**src/rtl/alu_8bit_arb_if.sv**
```systemverilog
// Requester and response handshake bundle for the two-client shared-ALU arbiter.
// The master side is the client/consumer; the slave side is the arbiter.
interface alu_8bit_arb_if;
  logic       req0_valid;
  logic       req0_ready;
  logic [7:0] req0_a;
  logic [7:0] req0_b;
  logic [3:0] req0_opcode;

  logic       req1_valid;
  logic       req1_ready;
  logic [7:0] req1_a;
  logic [7:0] req1_b;
  logic [3:0] req1_opcode;

  logic       rsp_valid;
  logic       rsp_ready;
  logic       rsp_id;
  logic [7:0] rsp_result;
  logic [7:0] rsp_carry;

  modport master (
    output req0_valid, req0_a, req0_b, req0_opcode,
    output req1_valid, req1_a, req1_b, req1_opcode,
    output rsp_ready,
    input  req0_ready, req1_ready,
    input  rsp_valid, rsp_id, rsp_result, rsp_carry
  );

  modport slave (
    input  req0_valid, req0_a, req0_b, req0_opcode,
    input  req1_valid, req1_a, req1_b, req1_opcode,
    input  rsp_ready,
    output req0_ready, req1_ready,
    output rsp_valid, rsp_id, rsp_result, rsp_carry
  );
endinterface

```
**src/rtl/alu_8bit_arb.sv**
```systemverilog
// Round-robin arbiter/sequencer sharing one combinational 8-bit ALU between two
// requesters; one operation in flight, result returned tagged with requester ID.
module alu_8bit_arb #(
  parameter int EXEC_CYCLES = 1
) (
  input  logic           clk,
  input  logic           rst,
  alu_8bit_arb_if.slave  bus,
  output logic [7:0]     alu_a,
  output logic [7:0]     alu_b,
  output logic [3:0]     alu_opcode,
  input  logic [7:0]     alu_result,
  input  logic [7:0]     alu_carry,
  output logic           busy
);

  localparam logic [1:0] IDLE = 2'd0;
  localparam logic [1:0] EXEC = 2'd1;
  localparam logic [1:0] DONE = 2'd2;

  localparam logic [3:0] LAST_CNT = 4'(EXEC_CYCLES - 1);

  logic [1:0] state;
  logic [3:0] cnt;
  logic       last_grant;
  logic       grant0;
  logic       grant1;
  logic       rsp_id_r;
  logic [7:0] rsp_result_r;
  logic [7:0] rsp_carry_r;

  // Under contention the requester that did not win last time is granted.
  always_comb begin
    grant0 = 1'b0;
    grant1 = 1'b0;
    if (state == IDLE) begin
      if (bus.req0_valid && bus.req1_valid) begin
        grant0 = last_grant;
        grant1 = ~last_grant;
      end else begin
        grant0 = bus.req0_valid;
        grant1 = bus.req1_valid;
      end
    end
  end

  assign bus.req0_ready = grant0;
  assign bus.req1_ready = grant1;
  assign bus.rsp_valid  = (state == DONE);
  assign bus.rsp_id     = rsp_id_r;
  assign bus.rsp_result = rsp_result_r;
  assign bus.rsp_carry  = rsp_carry_r;
  assign busy           = (state != IDLE);

  always_ff @(posedge clk) begin
    if (rst) begin
      state        <= IDLE;
      cnt          <= 4'd0;
      last_grant   <= 1'b1;
      alu_a        <= 8'd0;
      alu_b        <= 8'd0;
      alu_opcode   <= 4'd0;
      rsp_id_r     <= 1'b0;
      rsp_result_r <= 8'd0;
      rsp_carry_r  <= 8'd0;
    end else begin
      case (state)
        IDLE: begin
          if (grant0 || grant1) begin
            alu_a      <= grant1 ? bus.req1_a      : bus.req0_a;
            alu_b      <= grant1 ? bus.req1_b      : bus.req0_b;
            alu_opcode <= grant1 ? bus.req1_opcode : bus.req0_opcode;
            rsp_id_r   <= grant1;
            last_grant <= grant1;
            cnt        <= 4'd0;
            state      <= EXEC;
          end
        end
        EXEC: begin
          cnt <= cnt + 4'd1;
          if (cnt == LAST_CNT) begin
            rsp_result_r <= alu_result;
            rsp_carry_r  <= alu_carry;
            state        <= DONE;
          end
        end
        DONE: begin
          if (bus.rsp_ready) begin
            state <= IDLE;
          end
        end
        default: state <= IDLE;
      endcase
    end
  end

endmodule

```
**src/flat_wrapper.sv**
```systemverilog
// flat-port wrapper written by rule: the top's interface ports become plain ports
module alu_8bit_arb_flat 
#(
  parameter int EXEC_CYCLES = 1
)
  (clk, rst, alu_a, alu_b, alu_opcode, alu_result, alu_carry, busy, bus_req0_valid, bus_req0_a, bus_req0_b, bus_req0_opcode, bus_req1_valid, bus_req1_a, bus_req1_b, bus_req1_opcode, bus_rsp_ready, bus_req0_ready, bus_req1_ready, bus_rsp_valid, bus_rsp_id, bus_rsp_result, bus_rsp_carry);
  alu_8bit_arb_if bus_i ();
  input  logic clk;
  input  logic rst;
  output logic [7:0] alu_a;
  output logic [7:0] alu_b;
  output logic [3:0] alu_opcode;
  input  logic [7:0] alu_result;
  input  logic [7:0] alu_carry;
  output logic busy;
  input wire logic [$bits(bus_i.req0_valid)-1:0] bus_req0_valid;
  input wire logic [$bits(bus_i.req0_a)-1:0] bus_req0_a;
  input wire logic [$bits(bus_i.req0_b)-1:0] bus_req0_b;
  input wire logic [$bits(bus_i.req0_opcode)-1:0] bus_req0_opcode;
  input wire logic [$bits(bus_i.req1_valid)-1:0] bus_req1_valid;
  input wire logic [$bits(bus_i.req1_a)-1:0] bus_req1_a;
  input wire logic [$bits(bus_i.req1_b)-1:0] bus_req1_b;
  input wire logic [$bits(bus_i.req1_opcode)-1:0] bus_req1_opcode;
  input wire logic [$bits(bus_i.rsp_ready)-1:0] bus_rsp_ready;
  output wire logic [$bits(bus_i.req0_ready)-1:0] bus_req0_ready;
  output wire logic [$bits(bus_i.req1_ready)-1:0] bus_req1_ready;
  output wire logic [$bits(bus_i.rsp_valid)-1:0] bus_rsp_valid;
  output wire logic [$bits(bus_i.rsp_id)-1:0] bus_rsp_id;
  output wire logic [$bits(bus_i.rsp_result)-1:0] bus_rsp_result;
  output wire logic [$bits(bus_i.rsp_carry)-1:0] bus_rsp_carry;
  assign bus_i.req0_valid = bus_req0_valid;
  assign bus_i.req0_a = bus_req0_a;
  assign bus_i.req0_b = bus_req0_b;
  assign bus_i.req0_opcode = bus_req0_opcode;
  assign bus_i.req1_valid = bus_req1_valid;
  assign bus_i.req1_a = bus_req1_a;
  assign bus_i.req1_b = bus_req1_b;
  assign bus_i.req1_opcode = bus_req1_opcode;
  assign bus_i.rsp_ready = bus_rsp_ready;
  assign bus_req0_ready = bus_i.req0_ready;
  assign bus_req1_ready = bus_i.req1_ready;
  assign bus_rsp_valid = bus_i.rsp_valid;
  assign bus_rsp_id = bus_i.rsp_id;
  assign bus_rsp_result = bus_i.rsp_result;
  assign bus_rsp_carry = bus_i.rsp_carry;
  alu_8bit_arb #(.EXEC_CYCLES(EXEC_CYCLES)) u_core (.clk(clk), .rst(rst), .bus(bus_i), .alu_a(alu_a), .alu_b(alu_b), .alu_opcode(alu_opcode), .alu_result(alu_result), .alu_carry(alu_carry), .busy(busy));
endmodule
```
**config.mk**
```make
export PLATFORM = sky130hd
export DESIGN_NAME = alu_8bit_arb_flat
export DESIGN_NICKNAME = d
export VERILOG_FILES = /design/src/rtl/alu_8bit_arb_if.sv /design/src/rtl/alu_8bit_arb.sv /design/src/flat_wrapper.sv
export SDC_FILE = /design/constraint.sdc
export NUM_CORES = 1
export LEC_CHECK = 0
export CORE_UTILIZATION = 39
export DETAILED_ROUTE_END_ITERATION = 10
export PLACE_DENSITY = 0.79
export SETUP_SLACK_MARGIN = 0.2
export SLEW_MARGIN = 20
export SYNTH_ARGS = -nofsm -noshare
export SYNTH_HDL_FRONTEND = slang
export SYNTH_SLANG_ARGS = --single-unit
```
**constraint.sdc**
```tcl
create_clock -name clk -period 1.8 [get_ports clk]
set_clock_uncertainty 0.15 [all_clocks]
set_input_delay 0.54 -clock clk [delete_from_list [all_inputs] [get_ports clk]]
set_output_delay 0.54 -clock clk [all_outputs]
set_load 0.005 [all_outputs]
```
**Yosys cells after proc, flatten, opt, wreduce, memory -nomap -nowiden**

Index checks and enable logic that the tools add are counted.
W data, S select, Z words.

- Equal/unequal tests: 5
- Reductions and logical operators: 10
- Divide/modulo/power cells: 0
- Add/sub/neg operators: 1
- Shift-type cells: 0
- Magnitude comparators: 0
- Bitwise gates (word level): 1
- Muxes and demuxes: 13
- Multiply operators: 0

Operator list:

| kind | number |
|---|---|
| $mux W8 | 2 |
| $mux W4 | 2 |
| $pmux W4 S2 | 1 |
| $mux W2 | 3 |
| $pmux W2 S3 | 1 |
| $reduce_and A2 Y1 | 3 |
| $add A4 B1 Y4 const B | 1 |
| $logic_not A4 Y1 | 1 |
| $mux W1 | 4 |
| $ne A2 B2 Y1 const B | 2 |
| $reduce_bool A2 Y1 | 2 |
| $reduce_and A3 Y1 | 1 |
| $eq A2 B1 Y1 const B | 1 |
| $eq A2 B2 Y1 const B | 1 |
| $logic_not A2 Y1 | 1 |
| $ne A2 B1 Y1 const B | 1 |
| $logic_and A1 B1 Y1 | 1 |
| $logic_or A1 B1 Y1 | 1 |
| $not A1 Y1 | 1 |

- Memory bits (read-only): 0
- Input port bits: 61
- Output and inout bits: 41
- Bits in latches: 0
- Memory bits (writable): 0
- Flip-flop bits (word level): 44
- Memories kept: 0
- Word-level logic and storage cells: 39

**Depth between registers and ports, before layout**

Gate-level depths: netlist (run 1).

- Depth in word-level cells: 6
- Depth in mapped cells: 7
- Mapped depth without buffers: 5

**Worst setup path before layout (run 1)**

Ideal clock, no wire load.

- Path type: input-to-output
- Start: input port bus_req0_valid
- End: output port bus_req1_ready
- Path buffers: 0
- Stages on the path: 2
- Setup slack: 0.139 ns
- Data arrival time: 0.971 ns
- Data required time: 1.110 ns
- Cell sequence: a211oi_2 > and2_1

- Word-level cells in the longest chain between the ends: 3

RTL lines:

| what | RTL line | text |
|---|---|---|
| from (decl) | flat_wrapper.sv:16 | `input wire logic [$bits(bus_i.req0_valid)-1:0] bus_req0_valid;` |
| $logic_and A1 B1 Y1 | alu_8bit_arb.sv:37 | `if (bus.req0_valid && bus.req1_valid) begin` |
| $mux W1 | alu_8bit_arb.sv:37 |  |
| $mux W1 | alu_8bit_arb.sv:36 | `if (state == IDLE) begin` |
| to (decl) | flat_wrapper.sv:26 | `output wire logic [$bits(bus_i.req1_ready)-1:0] bus_req1_ready;` |

No other way between the ends.

**Final worst setup path (run 1)**

- Start: register u_core.state[0]
- End: output port bus_req1_ready

- Word-level cells in the longest chain between the ends: 2

RTL lines:

| what | RTL line | text |
|---|---|---|
| from (decl) | alu_8bit_arb.sv:23 | `logic [1:0] state;` |
| from (signal assigned) | alu_8bit_arb.sv:57 | `state <= IDLE;` |
| from (signal assigned) | alu_8bit_arb.sv:76 | `state <= EXEC;` |
| from (signal assigned) | alu_8bit_arb.sv:84 | `state <= DONE;` |
| $logic_not A2 Y1 | alu_8bit_arb.sv:36 |  |
| $mux W1 | alu_8bit_arb.sv:36 |  |

No other way between the ends.

==> flow_metrics.py, run 1 <==
metrics = {
    "critical_path": {
        "startpoint_type": "flip-flop",
        "cp.required_ps": 1110,
        "cp_max_fo": 4,
        "crit_type": "reg -> out",
        "arrival_ps": 1220,
        "endpoint_kind": "output port",
    },
    "sta": {
        "layout_setup_ws_ps": -114,
        "drv_slew": 0,
        "slew_headroom": 0.786,
        "worst_pin_slew_ps": 321,
        "whs_ps": 309,
        "finalSetupViolations": 3,
        "hold_viol": 0,
        "max_freq_mhz": 523,
        "period_minus_slack_ps": 1910,
        "period_share": 1.06,
        "rsz0062_at_grt": "yes",
    },
    "global_route": {
        "grt_max_degree": 26,
        "track_usage": 0.236,
        "grt_pass1_vias": 2073,
        "grt_pass1_wl_mm": 9.70,
        "antenna_found_initial": 0,
        "grt_overflow": 0,
    },
    "power_and_ir_drop": {
        "power.total_mw": 2.54,
        "power.clock.fraction": 0.254,
        "worst_ir_drop_vdd_mv": 0.417,
        "power.leakage_nw": 1.27,
        "switching_share": 0.294,
        "seqPwrFrac": 0.444,
        "internal_power_mw": 1.79,
        "switchingPower_mw": 0.745,
        "power.density_nw_per_um2": 774,
        "p_comb_frac": 0.302,
    },
    "synthesis": {
        "async_flop_share": 0,
        "syn_area_sq_um": 1970,
        "synth_area_leader_cell": "dfxtp_1",
        "synth_flop_cell": "dfxtp_1",
        "synth_cell_types": 35,
        "syn_avg_cell_area_sq_um": 8.30,
        "yosysTopAreaCellShare": 0.448,
        "synth_most_common_cell": "nand3_1",
        "synth_cells": 237,
        "ys_warn_count": 0,
        "synthesis.nets": 300,
        "netlist_top_cells_area": "dfxtp_1 45%, nand3_1 15%, a31oi_1 6.7%, o21ai_1 6.4%, a21oi_1 5.1%",
        "synthTopCellsByCount": "58 x nand3_1, 44 x dfxtp_1, 25 x o21ai_1",
        "synth_edf_count": 0,
        "synth_seq_cells": 44,
        "ys_seq_area_frac": 0.448,
    },
    "cells_and_area": {
        "fin_nets": 411,
        "final_design_area_no_fill_sq_um": 3270,
        "synthToLayoutAreaGrowth_pct": 66.4,
        "nFillCells": 408,
        "n_antenna_cell": 0,
        "drive_gt1_frac": 0.229,
        "multi_input_area_sq_um": 998,
        "seqCellArea_sq_um": 916,
        "final_cells": 416,
    },
    "place": {
        "dp_cells": 398,
        "routabilityCongestion": 0.729,
        "place_hpwl_mm": 4.06,
        "place_area_sq_um": 3060,
        "io_buffer_count": 101,
    },
    "cts": {
        "cts_tree": "built",
        "clock_latency_ps": 300,
        "cts.sinks": 44,
        "h-tree-depth": 2,
        "clock-root-buffer": "clkbuf_8",
        "clock_path_buffers": 2,
        "clk_pin_slew_worst_paths_ps": 80,
        "cts_buffers": 5,
    },
    "status": {
        "violations": "negative setup slack",
        "status": "finished with violations",
    },
    "drt": {
        "dr.pass1.iters": 4,
        "vias": 2213,
        "vias_per_cell": 5.32,
        "wl_mm": 6.14,
        "post_drt_wl_per_cell_um": 14.8,
        "drtIter0Drc": 106,
        "drc": 0,
        "route.antenna.remaining_nets": 0,
    },
    "die": {
        "core_sq_um": 4790,
        "die_area_sq_um": 5330,
        "ioPinCount": 102,
        "start_util": 0.411,
        "die_y_um": 73.0,
        "placementRows": 25,
        "die_w_um": 73.0,
    },
    "min_path": {
        "min_path_type": "reg -> reg",
    },
    "job": {
        "max_cap_violations": 0,
    },
}
[registers in the layout, indices dropped and copies added, names as in the netlist]
register and count:
u_core.cnt 4, u_core.state 2, u_core.last_grant 1, u_core.alu_a 8, u_core.bus.rsp_carry 8, u_core.alu_b 8
u_core.bus.rsp_result 8, u_core.alu_opcode 4, u_core.bus.rsp_id 1
[power groups by stage]
stage	Combinational, mW	Sequential, mW	Clock (mW)
detailed placement	0.741	1.14	0
CTS	0.732	1.12	0.661
global placement	0.734	1.14	0
finish	0.766	1.13	0.643
global route	0.839	1.14	0.705
floorplan	0.354	1.14	0
[worst max-delay path: stages, from the launching register on]
cell and delay [ps]:
dfxtp_4 370, buf_6 120, a211oi_4 160, and2_4 180, buf_6 80
[area by class of cell]
class | instances | share of cell area
inverter | 4 | 0.00535
clock inverter | 2 | 0.00306
multi-input combinational | 166 | 0.305
sequential | 44 | 0.280
clock buffer | 6 | 0.0252
tap | 67 | 0.0256
timing repair buffer | 127 | 0.356
[repair_timing]
item	4_1_cts	5_1_grt
resized for setup	87	39
setup buffers	3	4
pin swaps	4	2
hold buffers	0	0
gates cloned	2	1
endpoints found under the setup margin	84	44
[cells by family after synthesis]
group,synth area share
simple gates,0.204
flops,0.448
buf+inv,0.0820
fa+ha+maj,0.0127
compound gates,0.254
[path summary, 6_finish.rpt]
| check | cells past startpoint | to | from | slack, ps |
|---|---|---|---|---|
| max | 4 | bus_req1_ready | u_core.state[0] | -110 |
| min | 2 | u_core.bus.rsp_result[1] | u_core.bus.rsp_result[1] | 310 |
| max reg2reg | 7 | u_core.bus.rsp_carry[7] | u_core.cnt[1] | 290 |
| min reg2reg | 2 | u_core.bus.rsp_result[1] | u_core.bus.rsp_result[1] | 310 |
[layer usage]
layer  share of wire  vias to the layer above  wire length, um  global-route usage
met3            0.10                        6              640               0.102
met5               0                        -                0                   0
met4          0.0094                        0               58              0.0654
li1                -                     1095                -                   -
met2            0.47                       90             2910               0.384
met1            0.41                     1022             2540               0.284
[stage by stage]
stage | TNS [ps] | utilization | setup WS (ps)
2_1_floorplan | 0 | - | 180
3_3_place_gp | -7690 | 0.640 | -819
3_5_place_dp | -10020 | 0.640 | -912
4_1_cts | -295 | 0.670 | -120
5_1_grt | -415 | 0.684 | -158
6_report | -272 | 0.684 | -114
[layout by cell type, fill, tap and decap left out, types with 3 or more instances in the layout]
master / n
dfxtp_1: 22
o21ai_0: 9
buf_6: 5
clkdlybuf4s50_1: 58
dfxtp_4: 3
nand3_1: 58
dfxtp_2: 19
clkbuf_8: 6
buf_4: 22
or3b_4: 3
o211ai_1: 3
buf_2: 3
o21ai_1: 26
a31oi_1: 21
clkdlybuf4s15_1: 18
a21oi_1: 20
clkbuf_2: 4
dlygate4sd2_1: 17
No activity file was read; power rests on OpenSTA's default activity.
==> inputs of run 2 (changes only) <==
==> constraint.sdc (replaced) <==
create_clock -name clk -period 1.8 [get_ports clk]
set_clock_uncertainty 0.15 [all_clocks]
set_input_delay 0.54 -clock clk [delete_from_list [all_inputs] [get_ports clk]]
set_output_delay 0.54 -clock clk [all_outputs]
set_load 0.02 [all_outputs]
==> run 2 against run 1 <==
  * The run still ends with negative setup slack left
  * Non-clock buffer count shrank 3
  * Final cell count down 1.4%
  * Design area down 2.8%
  * Via count fell by 1.5%
  * Sequential cell count is the same
  * Routed wire length grew 0.16%
  * Critical path depth shrank 1
  * Sequential power about the same
  * Clock power fell by 14%
  * Combinational power rose by 17%
  * Power rose by 1.4%
  * Largest cell class unchanged
  * Largest power group unchanged
==> flow_metrics.py, run 2 (same netlist as run 1, synthesis figures left out) <==
metrics = {
    "critical_path": {
        "arrival_ps": 1200,
        "cpMaxStageDelayCell": "dfxtp_4",
        "cp_cell_sequence": "a211oi_4 > and2_4 > buf_6",
        "r2r_cells": 6,
        "cp.required_ps": 1110,
        "crit_family": "flip-flops",
        "timing.rr.end": "u_core.alu_a[2]",
        "endpoint_kind": "output port",
        "cp_max_fo": 4,
        "crit_type": "reg -> out",
        "r2r_start": "u_core.state[1]",
        "startpoint_type": "flip-flop",
        "reg2reg_slack_ps": 240,
        "max_stage_delay_ps": 380,
        "cp.buffers_inverters": 1,
    },
    "die": {
        "start_util": 0.411,
        "placementRows": 25,
        "ioPinCount": 102,
        "die_area_sq_um": 5330,
        "core_sq_um": 4790,
        "die_w_um": 73.0,
        "die_y_um": 73.0,
    },
    "power_and_ir_drop": {
        "power.leakage_nw": 1.23,
        "power.total_mw": 2.57,
        "power.density_nw_per_um2": 808,
        "worst_ir_drop_vdd_mv": 0.469,
    },
    "sta": {
        "layout_setup_ws_ps": -88.0,
        "setup_tns_ps": -205,
        "period_minus_slack_ps": 1890,
        "whs_ps": 313,
        "worst_pin_slew_ps": 347,
        "hold_viol": 0,
        "drv_slew": 0,
        "rsz0062_at_grt": "yes",
        "max_freq_mhz": 530,
        "finalSetupViolations": 3,
        "period_share": 1.05,
        "slew_headroom": 0.769,
    },
    "min_path": {
        "hold_end": "u_core.bus.rsp_result[1]",
        "hp-start": "u_core.bus.rsp_result[1]",
        "min_path_type": "reg -> reg",
        "hold_depth": 2,
    },
    "cells_and_area": {
        "n_antenna_cell": 0,
        "fin_nets": 408,
        "synthToLayoutAreaGrowth_pct": 61.7,
        "final_cells": 410,
        "drive_gt1_frac": 0.277,
        "final_cell_mix": "58 x nand3_1, 57 x clkdlybuf4s50_1, 42 x dfxtp_1",
        "final_common_cell": "nand3_1",
    },
    "global_route": {
        "antenna_found_initial": 0,
        "grt_pass1_wl_mm": 9.50,
        "grt_overflow": 0,
        "grt_pass1_vias": 2032,
        "grt_max_degree": 26,
        "track_usage": 0.232,
    },
    "drt": {
        "dr.pass1.iters": 4,
        "vias_per_cell": 5.31,
        "drc": 0,
        "post_drt_wl_per_cell_um": 15.0,
        "vias": 2179,
        "drtIter0Drc": 92,
        "route.antenna.remaining_nets": 0,
        "wl_mm": 6.15,
    },
    "cts": {
        "hold_buffers": 0,
        "clk_pin_slew_worst_paths_ps": 70,
        "clock_latency_ps": 290,
        "h-tree-depth": 2,
        "cts_tree": "built",
        "clock_path_buffers": 2,
        "cts_buffers": 5,
        "cts.sinks": 44,
        "clock-root-buffer": "clkbuf_8",
    },
    "status": {
        "status": "finished with violations",
        "violations": "negative setup slack",
    },
    "place": {
        "routabilityCongestion": 0.727,
        "place_hpwl_mm": 4.05,
        "io_buffer_count": 101,
        "dp_cells": 397,
    },
    "job": {
        "max_cap_violations": 0,
    },
}
==> run 2: routing by layer <==
layer | global-route usage | part of all wire | vias to the layer above
li1 | - | - | 1088
met1 | 0.271 | 0.41 | 988
met2 | 0.393 | 0.48 | 96
met3 | 0.0967 | 0.097 | 7
met4 | 0.0588 | 0.010 | 0
met5 | 0 | 0 | -
==> run 2: worst register-to-register path, stage by stage, from the launching register on <==
cell and delay [ps]:
dfxtp_4 380, buf_6 120, or2_4 250, buf_4 150, buf_8 150, o21ai_2 150, a31oi_1 100
==> run 2: final cells by class <==
cell class	count	area (sq um)
Clock buffer	5	68.8
Multi-Input combinational cell	166	1020
Tap cell	67	83.8
Inverter	4	15.0
Fill cell	423	1600
Sequential cell	44	888
Timing Repair Buffer	124	1100
==> run 2: per-stage QoR <==
step	setup slack, ps	instance area [sq um]	util
floorplan	145	1990	-
global placement	-941	3080	0.644
detailed placement	-963	3080	0.644
CTS	-75.3	3230	0.674
global route	-118	3180	0.665
finish	-88.0	3180	0.665
==> run 2: repair_timing <==
| action | 4_1_cts | 5_1_grt |
|---|---|---|
| endpoints found under the hold margin | 0 | 0 |
| cloned | 1 | 2 |
| setup buffers | 4 | 1 |
| pin swaps | 3 | 7 |
| gates resized for setup | 152 | 48 |
| setup endpoints to repair | 84 | 64 |
==> run 2: worst max path at each step <==
stage,slack (ps),depth (start not counted),endpoint,start
6_report,-90,3,bus_req1_ready,u_core.state[1]
3_3_place_gp,-940,4,bus_req0_ready,bus_req0_valid
2_1_floorplan,150,2,bus_req1_ready,bus_req0_valid
3_5_place_dp,-960,4,bus_req0_ready,bus_req0_valid
4_1_cts,-80,3,busy,u_core.state[1]
5_1_grt,-120,3,bus_req1_ready,u_core.state[1]
==> run 2: report_power, final <==
part	switching [mW]	internal [mW]	leakage, nW
Combinational	0.465	0.427	0.830
Clock	0.304	0.250	0.0359
Sequential	0.0589	1.06	0.362
Total	0.829	1.74	1.23
